## src/rtl/sram_req_pkg.sv

```systemverilog
// Shared definitions for sram_req_ctrl: FSM state encoding, byte-merge helper, default widths.
// The merge helper is only used when SRAM_REQ_RMW_EN is defined.
package sram_req_pkg;

    localparam int AW_DEF        = 10;
    localparam int BW_DEF        = 32;
    localparam int RSP_DEPTH_DEF = 4;

    // Widest data path the merge helper supports; callers extend/truncate to their width.
    localparam int MERGE_MAX_BW  = 256;
    localparam int MERGE_MAX_BE  = MERGE_MAX_BW / 8;

    typedef enum logic [1:0] {
        IDLE     = 2'd0,
        RMW_RD   = 2'd1,
        RMW_WAIT = 2'd2,
        RMW_WR   = 2'd3
    } state_t;

    function automatic logic [MERGE_MAX_BW-1:0] byte_merge(
        input logic [MERGE_MAX_BW-1:0] old_data,
        input logic [MERGE_MAX_BW-1:0] new_data,
        input logic [MERGE_MAX_BE-1:0] be
    );
        logic [MERGE_MAX_BW-1:0] res;
        for (int i = 0; i < MERGE_MAX_BE; i++) begin
            res[i*8 +: 8] = be[i] ? new_data[i*8 +: 8] : old_data[i*8 +: 8];
        end
        return res;
    endfunction

endpackage

```

## src/rtl/sram_rsp_fifo.sv

```systemverilog
// Synchronous response FIFO for sram_req_ctrl; cleared by the synchronous active-low reset.
// Output data reads as zero whenever the FIFO is empty.
module sram_rsp_fifo #(
    parameter int W     = 32,
    parameter int DEPTH = 4,
    parameter int CW    = $clog2(DEPTH + 1)
) (
    input  logic          clk,
    input  logic          rstn,
    input  logic          push,
    input  logic [W-1:0]  push_data,
    input  logic          pop,
    output logic [W-1:0]  pop_data,
    output logic [CW-1:0] count
);

    localparam int PW = (DEPTH > 1) ? $clog2(DEPTH) : 1;
    localparam logic [PW-1:0] LAST = PW'(DEPTH - 1);

    logic [W-1:0]  mem [DEPTH];
    logic [PW-1:0] wr_ptr;
    logic [PW-1:0] rd_ptr;

    always_ff @(posedge clk) begin
        if (!rstn) begin
            wr_ptr <= '0;
            rd_ptr <= '0;
            count  <= '0;
        end else begin
            if (push) begin
                mem[wr_ptr] <= push_data;
                wr_ptr      <= (wr_ptr == LAST) ? '0 : wr_ptr + 1'b1;
            end
            if (pop) begin
                rd_ptr <= (rd_ptr == LAST) ? '0 : rd_ptr + 1'b1;
            end
            count <= count + CW'(push) - CW'(pop);
        end
    end

    assign pop_data = (count != '0) ? mem[rd_ptr] : '0;

endmodule

```

## src/rtl/sram_req_ctrl.sv

```systemverilog
// Requester-side controller for a single-port synchronous SRAM: registered port, tagged read capture,
// credit-limited response FIFO. Define SRAM_REQ_RMW_EN to turn partial-BE stores into read+write pairs.
module sram_req_ctrl
    import sram_req_pkg::*;
#(
    parameter int AW        = AW_DEF,
    parameter int BW        = BW_DEF,
    parameter int RSP_DEPTH = RSP_DEPTH_DEF
) (
    input  logic            CLK,
    input  logic            RSTN,
    input  logic            REQ_VALID,
    output logic            REQ_READY,
    input  logic            REQ_WE,
    input  logic [AW-1:0]   REQ_ADDR,
    input  logic [BW-1:0]   REQ_WDATA,
    input  logic [BW/8-1:0] REQ_BE,
    output logic            RSP_VALID,
    input  logic            RSP_READY,
    output logic [BW-1:0]   RSP_DATA,
    output logic            MEM_CSN,
    output logic            MEM_WEN,
    output logic [AW-1:0]   MEM_A,
    output logic [BW-1:0]   MEM_DI,
    input  logic [BW-1:0]   MEM_DOUT,
    output logic            BUSY
);

    localparam int CW = $clog2(RSP_DEPTH + 1);
    localparam logic [CW-1:0] DEPTH_C = CW'(RSP_DEPTH);

    state_t        state, state_nxt;
    logic [CW-1:0] cnt;
    logic [CW-1:0] fifo_count;
    logic          tag1, tag2;
    logic          csn_q, wen_q;
    logic [AW-1:0] a_q;
    logic [BW-1:0] di_q;
    logic          accept, rd_accept, wr_accept, wr_full, pop;

    assign REQ_READY = RSTN & (state == IDLE) & (cnt < DEPTH_C);
    assign accept    = REQ_VALID & REQ_READY;
    assign rd_accept = accept & ~REQ_WE;
    // A store with no byte enables is accepted but never reaches the SRAM.
    assign wr_accept = accept & REQ_WE & (|REQ_BE);

`ifdef SRAM_REQ_RMW_EN
    logic          rmw_start;
    logic [BW-1:0] rmw_wdata;
    logic [BW/8-1:0] rmw_be;
    logic [BW-1:0] merged;

    assign wr_full   = wr_accept & (&REQ_BE);
    assign rmw_start = wr_accept & ~(&REQ_BE);
    assign merged    = BW'(byte_merge(MERGE_MAX_BW'(MEM_DOUT), MERGE_MAX_BW'(rmw_wdata),
                                      MERGE_MAX_BE'(rmw_be)));

    always_ff @(posedge CLK) begin
        if (rmw_start) begin
            rmw_wdata <= REQ_WDATA;
            rmw_be    <= REQ_BE;
        end
    end

    always_comb begin
        state_nxt = state;
        case (state)
            IDLE:     if (rmw_start) state_nxt = RMW_RD;
            RMW_RD:   state_nxt = RMW_WAIT;
            RMW_WAIT: state_nxt = RMW_WR;
            RMW_WR:   state_nxt = IDLE;
            default:  state_nxt = IDLE;
        endcase
    end
`else
    assign wr_full = wr_accept;

    always_comb begin
        state_nxt = IDLE;
    end
`endif

    always_ff @(posedge CLK) begin
        if (!RSTN) state <= IDLE;
        else       state <= state_nxt;
    end

    always_ff @(posedge CLK) begin
        if (!RSTN) begin
            csn_q <= 1'b1;
            wen_q <= 1'b1;
            a_q   <= '0;
            di_q  <= '0;
            tag1  <= 1'b0;
            tag2  <= 1'b0;
            cnt   <= '0;
        end else begin
            csn_q <= 1'b1;
            wen_q <= 1'b1;
            tag1  <= rd_accept;
            tag2  <= tag1;
            cnt   <= cnt + CW'(rd_accept) - CW'(pop);
            if (rd_accept) begin
                csn_q <= 1'b0;
                a_q   <= REQ_ADDR;
            end else if (wr_full) begin
                csn_q <= 1'b0;
                wen_q <= 1'b0;
                a_q   <= REQ_ADDR;
                di_q  <= REQ_WDATA;
`ifdef SRAM_REQ_RMW_EN
            end else if (rmw_start) begin
                csn_q <= 1'b0;
                a_q   <= REQ_ADDR;
            end else if (state == RMW_WAIT) begin
                // a_q still holds the RMW address; old word is on MEM_DOUT this cycle.
                csn_q <= 1'b0;
                wen_q <= 1'b0;
                di_q  <= merged;
`endif
            end
        end
    end

    assign MEM_CSN = csn_q;
    assign MEM_WEN = wen_q;
    assign MEM_A   = a_q;
    assign MEM_DI  = di_q;

    assign RSP_VALID = (fifo_count != '0);
    assign pop       = RSP_VALID & RSP_READY;
    assign BUSY      = tag1 | tag2 | (state != IDLE) | RSP_VALID;

    sram_rsp_fifo #(
        .W     (BW),
        .DEPTH (RSP_DEPTH),
        .CW    (CW)
    ) u_fifo (
        .clk       (CLK),
        .rstn      (RSTN),
        .push      (tag2),
        .push_data (MEM_DOUT),
        .pop       (pop),
        .pop_data  (RSP_DATA),
        .count     (fifo_count)
    );

endmodule
```

## config.mk

```make
export PLATFORM = sky130hd
export DESIGN_NAME = sram_req_ctrl
export DESIGN_NICKNAME = d
export VERILOG_FILES = /design/src/rtl/sram_req_pkg.sv /design/src/rtl/sram_rsp_fifo.sv /design/src/rtl/sram_req_ctrl.sv
export SDC_FILE = /design/constraint.sdc
export NUM_CORES = 1
export LEC_CHECK = 0
export BUFFER_PORTS_ARGS = -buffer_cell sky130_fd_sc_hd__buf_4
export CELL_PAD_IN_SITES_DETAIL_PLACEMENT = 1
export CELL_PAD_IN_SITES_GLOBAL_PLACEMENT = 2
export CORE_ASPECT_RATIO = 0.8
export CORE_MARGIN = 2
export CORE_UTILIZATION = 30
export DETAILED_ROUTE_END_ITERATION = 6
export PLACE_DENSITY = 0.67
export RECOVER_POWER = 50
export SLEW_MARGIN = 20
export SYNTH_ARGS = -nofsm -noshare
export SYNTH_HDL_FRONTEND = slang
export SYNTH_HIERARCHICAL = 1
export SYNTH_SLANG_ARGS = --single-unit
```

## constraint.sdc

```tcl
create_clock -name CLK -period 4.95 [get_ports CLK]
set_input_delay 0.495 -clock CLK [delete_from_list [all_inputs] [get_ports CLK]]
set_output_delay 0.495 -clock CLK [all_outputs]
set_load 0.1 [all_outputs]
```

==> results of run 1 <==
[registers in the layout (all words and copies together) (netlist names), 2 cells and up, named ones only]
name	cells
MEM_DI	32
u_fifo/wr_ptr	2
MEM_A	10
u_fifo/mem	128
cnt	3
u_fifo/count	3
u_fifo/rd_ptr	2
[layer usage]
metal  vias to the layer above  global-route usage (%)  share of wire [%]
met5                         -                       0                  0
met4                         0                    3.62               0.70
met3                        10                    6.82                 10
met1                      2121                    16.5                 42
li1                       2001                       -                  -
met2                       148                    21.6                 47
[through the flow]
stage               std cells  utilization, %
finish                    943            38.0
global route              942            37.9
CTS                       942            39.2
detailed placement        910            36.8
global placement          910            36.8
floorplan                 460               -
[final timing paths]
| path | to | slack (ps) | depth (start not counted) |
|---|---|---|---|
| setup / recovery | MEM_DI[15]$_SDFFE_PN0P_ | 1180 | 5 |
| setup reg to reg | MEM_DI[15]$_SDFFE_PN0P_ | 1430 | 4 |
| hold reg to reg | MEM_DI[6]$_SDFFE_PN0P_ | 450 | 2 |
| hold / removal | MEM_DI[14]$_SDFFE_PN0P_ | 290 | 3 |
[worst max-delay path, stage by stage]
cell and delay [ps]:
buf_4 470, and3b_1 250, clkbuf_1 1090, and2_0 1420
o21ai_0 280
[layout make-up]
class	count	area, sq um	share of cell area [%]
clock inverters	14	144	1.61
diodes	1	2.50	0.0280
inverters	21	78.8	0.883
flip-flops and latches	186	5010	56.1
multi-input cells	226	1930	21.6
clock buffers	18	429	4.81
well taps	312	390	4.37
repair buffers	165	950	10.6
[logic make-up (layout without fill, tap and decap cells)]
logic type / count (synthesis) / in the layout
buffers and inverters: 48 / 218
AND/OR/NAND/NOR: 132 / 132
multiplexers: 44 / 44
AO/OA/AOI/OAI: 36 / 36
adder cells (fa/ha/maj): 11 / 11
flip-flops: 186 / 186
other: 0 / 1
XOR/XNOR: 3 / 3
[power by group]
group / switching (W) / internal [W]
Clock: 0.000643 / 0.000676
Combinational: 0.00184 / 0.000558
Sequential: 0.0000966 / 0.00173
[placed cells by master, fill, tap and decap left out, types with 3 or more instances in the layout]
master     count
inv_8          6
mux2i_1       12
mux4_2        30
o21ai_1       29
buf_4         88
clkbuf_1      78
and2_1        38
or3_1          3
inv_6          4
inv_1         21
clkbuf_16     17
edfxtp_1     128
nand2_1       42
dfxtp_1       56
nor2b_1        7
nand3_1       32
o21ai_0        4
ha_1           9
==> results.py, run 1 <==
metrics = {
    "place": {
        "placed_cell_area_sq_um": 8660,
        "io_buffers": 161,
        "hpwlAfterDp_mm": 10.6,
        "dpl_worst_slack_ps": 1660,
        "place.gp.congestion": 0.742,
    },
    "synthesis": {
        "synth_compound_area_share_pct": 2.81,
        "ys_async_sr_fraction_pct": 0,
        "synth-simple-area-share_pct": 9.60,
        "synth-xor-area-share_pct": 0.554,
        "synth.net_count": 554,
        "synthesis.area_sq_um": 7220,
        "synth_cell_types": 30,
        "synth_edf_count": 128,
        "yosysMostFrequentCell": "edfxtp_1",
        "synth_adder_area_share_pct": 2.11,
        "synth_top_family_by_area": "multiplexers",
        "seq_area_frac_synth_pct": 69.3,
        "synth_area_per_cell_sq_um": 15.7,
        "synth_warnings": 6,
        "ys_ff_latch": 186,
        "synth_top_area_cell": "edfxtp_1",
        "netlist.area_leader.share_pct": 53.2,
        "synth.top_cells.by_count": "edfxtp_1 (128), dfxtp_1 (58), nand2_1 (42)",
        "synth_ff_type": "edfxtp_1",
        "netlist_instances": 460,
        "synthMuxAreaShare_pct": 11.7,
        "synth_area_leaders": "edfxtp_1 (53%), dfxtp_1 (16%), mux4_2 (9.4%)",
    },
    "timing": {
        "max_freq_mhz": 265,
        "maxSlewViolCount": 148,
        "finalClockSkew_ps": 11.8,
        "min_period_ps": 3770,
        "setup_tns_ps": 0,
        "holdWs_ps": 288,
        "setup_viol": 0,
        "period_share_pct": 76.2,
        "setup_ws_ps": 1180,
        "slew_headroom_pct": -29.9,
        "max_slew.worst_pin.slew_ps": 1930,
        "rsz0062_at_grt": "false",
        "hold_viol_final": 0,
    },
    "layout": {
        "drive_above_1_share_pct": 24.4,
        "design_area_sq_um": 8930,
        "nFillCells": 2511,
        "area_growth_pct": 23.6,
        "layout.nets": 711,
    },
    "global_route": {
        "grt_max_degree": 60,
        "grt_usage_pct": 13.6,
        "antenna_found_initial": 1,
        "grt_pass1_vias": 4706,
        "grt_pass1_wl_mm": 26.0,
        "grt_overflow": 0,
    },
    "drt": {
        "first_iter_violations": 141,
        "avgViaCountPerCell": 4.54,
        "dr.pass1.iters": 4,
        "drt_wl_total_mm": 16.4,
        "wire_per_inst_um": 17.3,
        "dr_total_vias": 4280,
        "ant_nets": 0,
        "route.detailed.drc": 0,
    },
    "critical_path": {
        "crit_path_end_kind": "flop",
        "rr_startpoint": "cnt[2]$_SDFF_PN0_",
        "worstSetupPathType": "in2reg",
        "crit_path_start_kind": "input pin",
        "cp_data_arrival_time_ps": 4010,
        "critPathRequiredTime_ps": 5190,
        "path_max_fanout": 59,
        "cp-startpoint": "RSTN",
    },
    "floorplanning": {
        "die_y_um": 143,
        "rows": 50,
        "core_area_sq_um": 23500,
        "start_util_pct": 30.7,
        "die_w_um": 177,
        "io_pins": 162,
        "die_area_sq_um": 25300,
    },
    "power": {
        "total_power_w": 0.00554,
        "max-vdd-ir-drop_uv": 211,
        "p_leak_nw": 3.19,
        "power.density_nw_per_um2": 621,
    },
    "hold_path": {
        "hp-class": "in2reg",
        "holdCritStartpoint": "REQ_WDATA[14]",
    },
    "clocking": {
        "clk_latency_ps": 430,
        "cts_sinks": 186,
        "cts_tree": "yes",
        "postCtsSetupRepairBufs": 0,
        "cts_root_buf": "clkbuf_16",
        "cts_max_level": 4,
        "clkTransAtPathRegs_ps": 80,
        "cts_resized": 0,
        "clockBufferDepth": 2,
        "numCtsBuffers": 17,
        "cts_hold_buf": 0,
    },
    "run_status": {
        "outcome": "finished, violations left",
        "violations": "max-capacitance violations, max-slew violations",
    },
    "run": {
        "max_cap_violations": 5,
    },
}
Note: power is estimated with default switching activity, not from simulation.
==> run 2: changes to the inputs <==
PLACE_DENSITY = 0.69   (was 0.67)
clock period = 3.1 ns   (was 4.95 ns; I/O delays follow)
==> results.py, run 2 (synthesis gave the netlist of run 1 again) <==
metrics = {
    "power": {
        "max-vdd-ir-drop_uv": 339,
        "p_leak_nw": 3.33,
        "power.density_nw_per_um2": 982,
    },
    "global_route": {
        "grt_pass1_wl_mm": 26.7,
        "grt_pass1_vias": 4730,
        "antenna_found_initial": 0,
        "grt_max_degree": 59,
        "grt_overflow": 0,
        "grt_usage_pct": 14.0,
    },
    "layout": {
        "num_antenna_cells": 0,
        "largest_register_ffs": 128,
        "area_growth_pct": 26.8,
        "drive_above_1_share_pct": 28.1,
        "final_cell_mix": "edfxtp_1 (128), buf_4 (107), clkbuf_1 (59), dfxtp_1 (56), nand2_1 (42)",
        "final_common_cell": "edfxtp_1",
        "layout.nets": 718,
        "regMostFlops": "u_fifo/mem",
        "final_util_pct": 38.9,
    },
    "clocking": {
        "cts_max_level": 4,
        "cts_root_buf": "clkbuf_16",
        "numCtsBuffers": 17,
        "cts_sinks": 186,
        "cts_resized": 0,
        "cts_tree": "yes",
        "clkTransAtPathRegs_ps": 80,
        "clockBufferDepth": 2,
        "clk_latency_ps": 440,
        "cts_hold_buf": 0,
        "postCtsSetupRepairBufs": 0,
    },
    "place": {
        "io_buffers": 161,
        "dpl_worst_slack_ps": 686,
        "hpwlAfterDp_mm": 11.3,
        "place.gp.congestion": 0.741,
    },
    "drt": {
        "dr.pass1.iters": 4,
        "route.detailed.drc": 0,
        "drt_wl_total_mm": 16.9,
        "avgViaCountPerCell": 4.52,
        "ant_nets": 0,
        "dr_total_vias": 4289,
        "wire_per_inst_um": 17.8,
        "first_iter_violations": 196,
    },
    "hold_path": {
        "whs_path_depth": 3,
        "hp-class": "in2reg",
    },
    "timing": {
        "holdWs_ps": 95.5,
        "finalClockSkew_ps": 20.2,
        "setup_tns_ps": 0,
        "slew_headroom_pct": 17.4,
        "rsz0062_at_grt": "false",
        "max_slew.worst_pin.slew_ps": 1240,
        "hold_viol_final": 0,
        "period_share_pct": 84.2,
        "maxSlewViolCount": 0,
        "max_freq_mhz": 383,
        "setup_viol": 0,
        "min_period_ps": 2610,
        "setup_ws_ps": 489,
    },
    "floorplanning": {
        "die_w_um": 177,
        "rows": 50,
        "core_area_sq_um": 23500,
        "die_area_sq_um": 25300,
        "die_y_um": 143,
        "start_util_pct": 30.7,
        "io_pins": 162,
    },
    "critical_path": {
        "worstSetupPathType": "reg2out",
        "crit_slowest_cell": "dfxtp_2",
        "path_max_fanout": 11,
        "crit_path_end_kind": "output pin",
        "critPathRequiredTime_ps": 2790,
        "r2r_cells": 9,
        "max_stage_delay_ps": 600,
        "crit_path_frequent_cell": "buf_4",
        "cp_data_arrival_time_ps": 2300,
        "crit_path_start_kind": "flop",
        "crit_chain": "buf_4, mux4_1, and2_1, buf_4",
    },
    "run_status": {
        "outcome": "complete, no violations",
    },
    "run": {
        "max_cap_violations": 0,
    },
}
-- run 2: changes by cell type in the layout (fill, tap and decap cells not counted), moves of 2 or more --
cell / change
inv_8: -3
clkinv_8: +4
clkbuf_1: -19
and3_2: -2
clkinv_4: -2
inv_12: +2
and3_1: +2
buf_4: +19
buf_12: +5
-- run 2: critical path: cells and delay by family (launching register included) --
kind          cells  cell delay [ps]
buf+inv           2              540
mux               1              560
flops             1              600
simple gates      1              170
-- run 2: worst paths after layout --
path                             end  slack [ps]                       start
min reg2reg  MEM_DI[10]$_SDFFE_PN0P_         450     MEM_DI[10]$_SDFFE_PN0P_
max reg2reg        cnt[2]$_SDFF_PN0_         720  u_fifo/count[2]$_SDFF_PN0_
max                      RSP_DATA[0]         490                        flop
min          MEM_DI[13]$_SDFFE_PN0P_         100               REQ_WDATA[13]
-- run 2: report_power, final --
group	switching [W]	total, W	internal [W]
clock	0.00110	0.00221	0.00111
sequential	0.0000991	0.00286	0.00276
combinational	0.00299	0.00392	0.000927
total	0.00420	0.00899	0.00480
-- run 2: metrics by stage --
step                      total power (W)  area (sq um)  instances
after floorplan                   0.00612          7220        460
after global placement            0.00692          8770        917
after detailed placement          0.00695          8770        917
after CTS                         0.00919          9380        949
after global routing              0.00938          9160        949
final                             0.00899          9160        949
-- run 2: final cells by class --
type	count	area, sq um
timing repair buffer	172	1130
fill	2468	14400
inverter	21	78.8
tap	312	390
multi-input combinational	226	1940
clock inverter	15	186
sequential	186	5010
clock buffer	17	425
-- run 2: routing by layer --
metal	GRT usage, %	routed length [um]	up-vias
met1	17.1	7330	2134
met5	0	0	-
met3	6.44	1470	11
li1	-	-	2017
met4	3.88	162	0
met2	22.4	7960	127
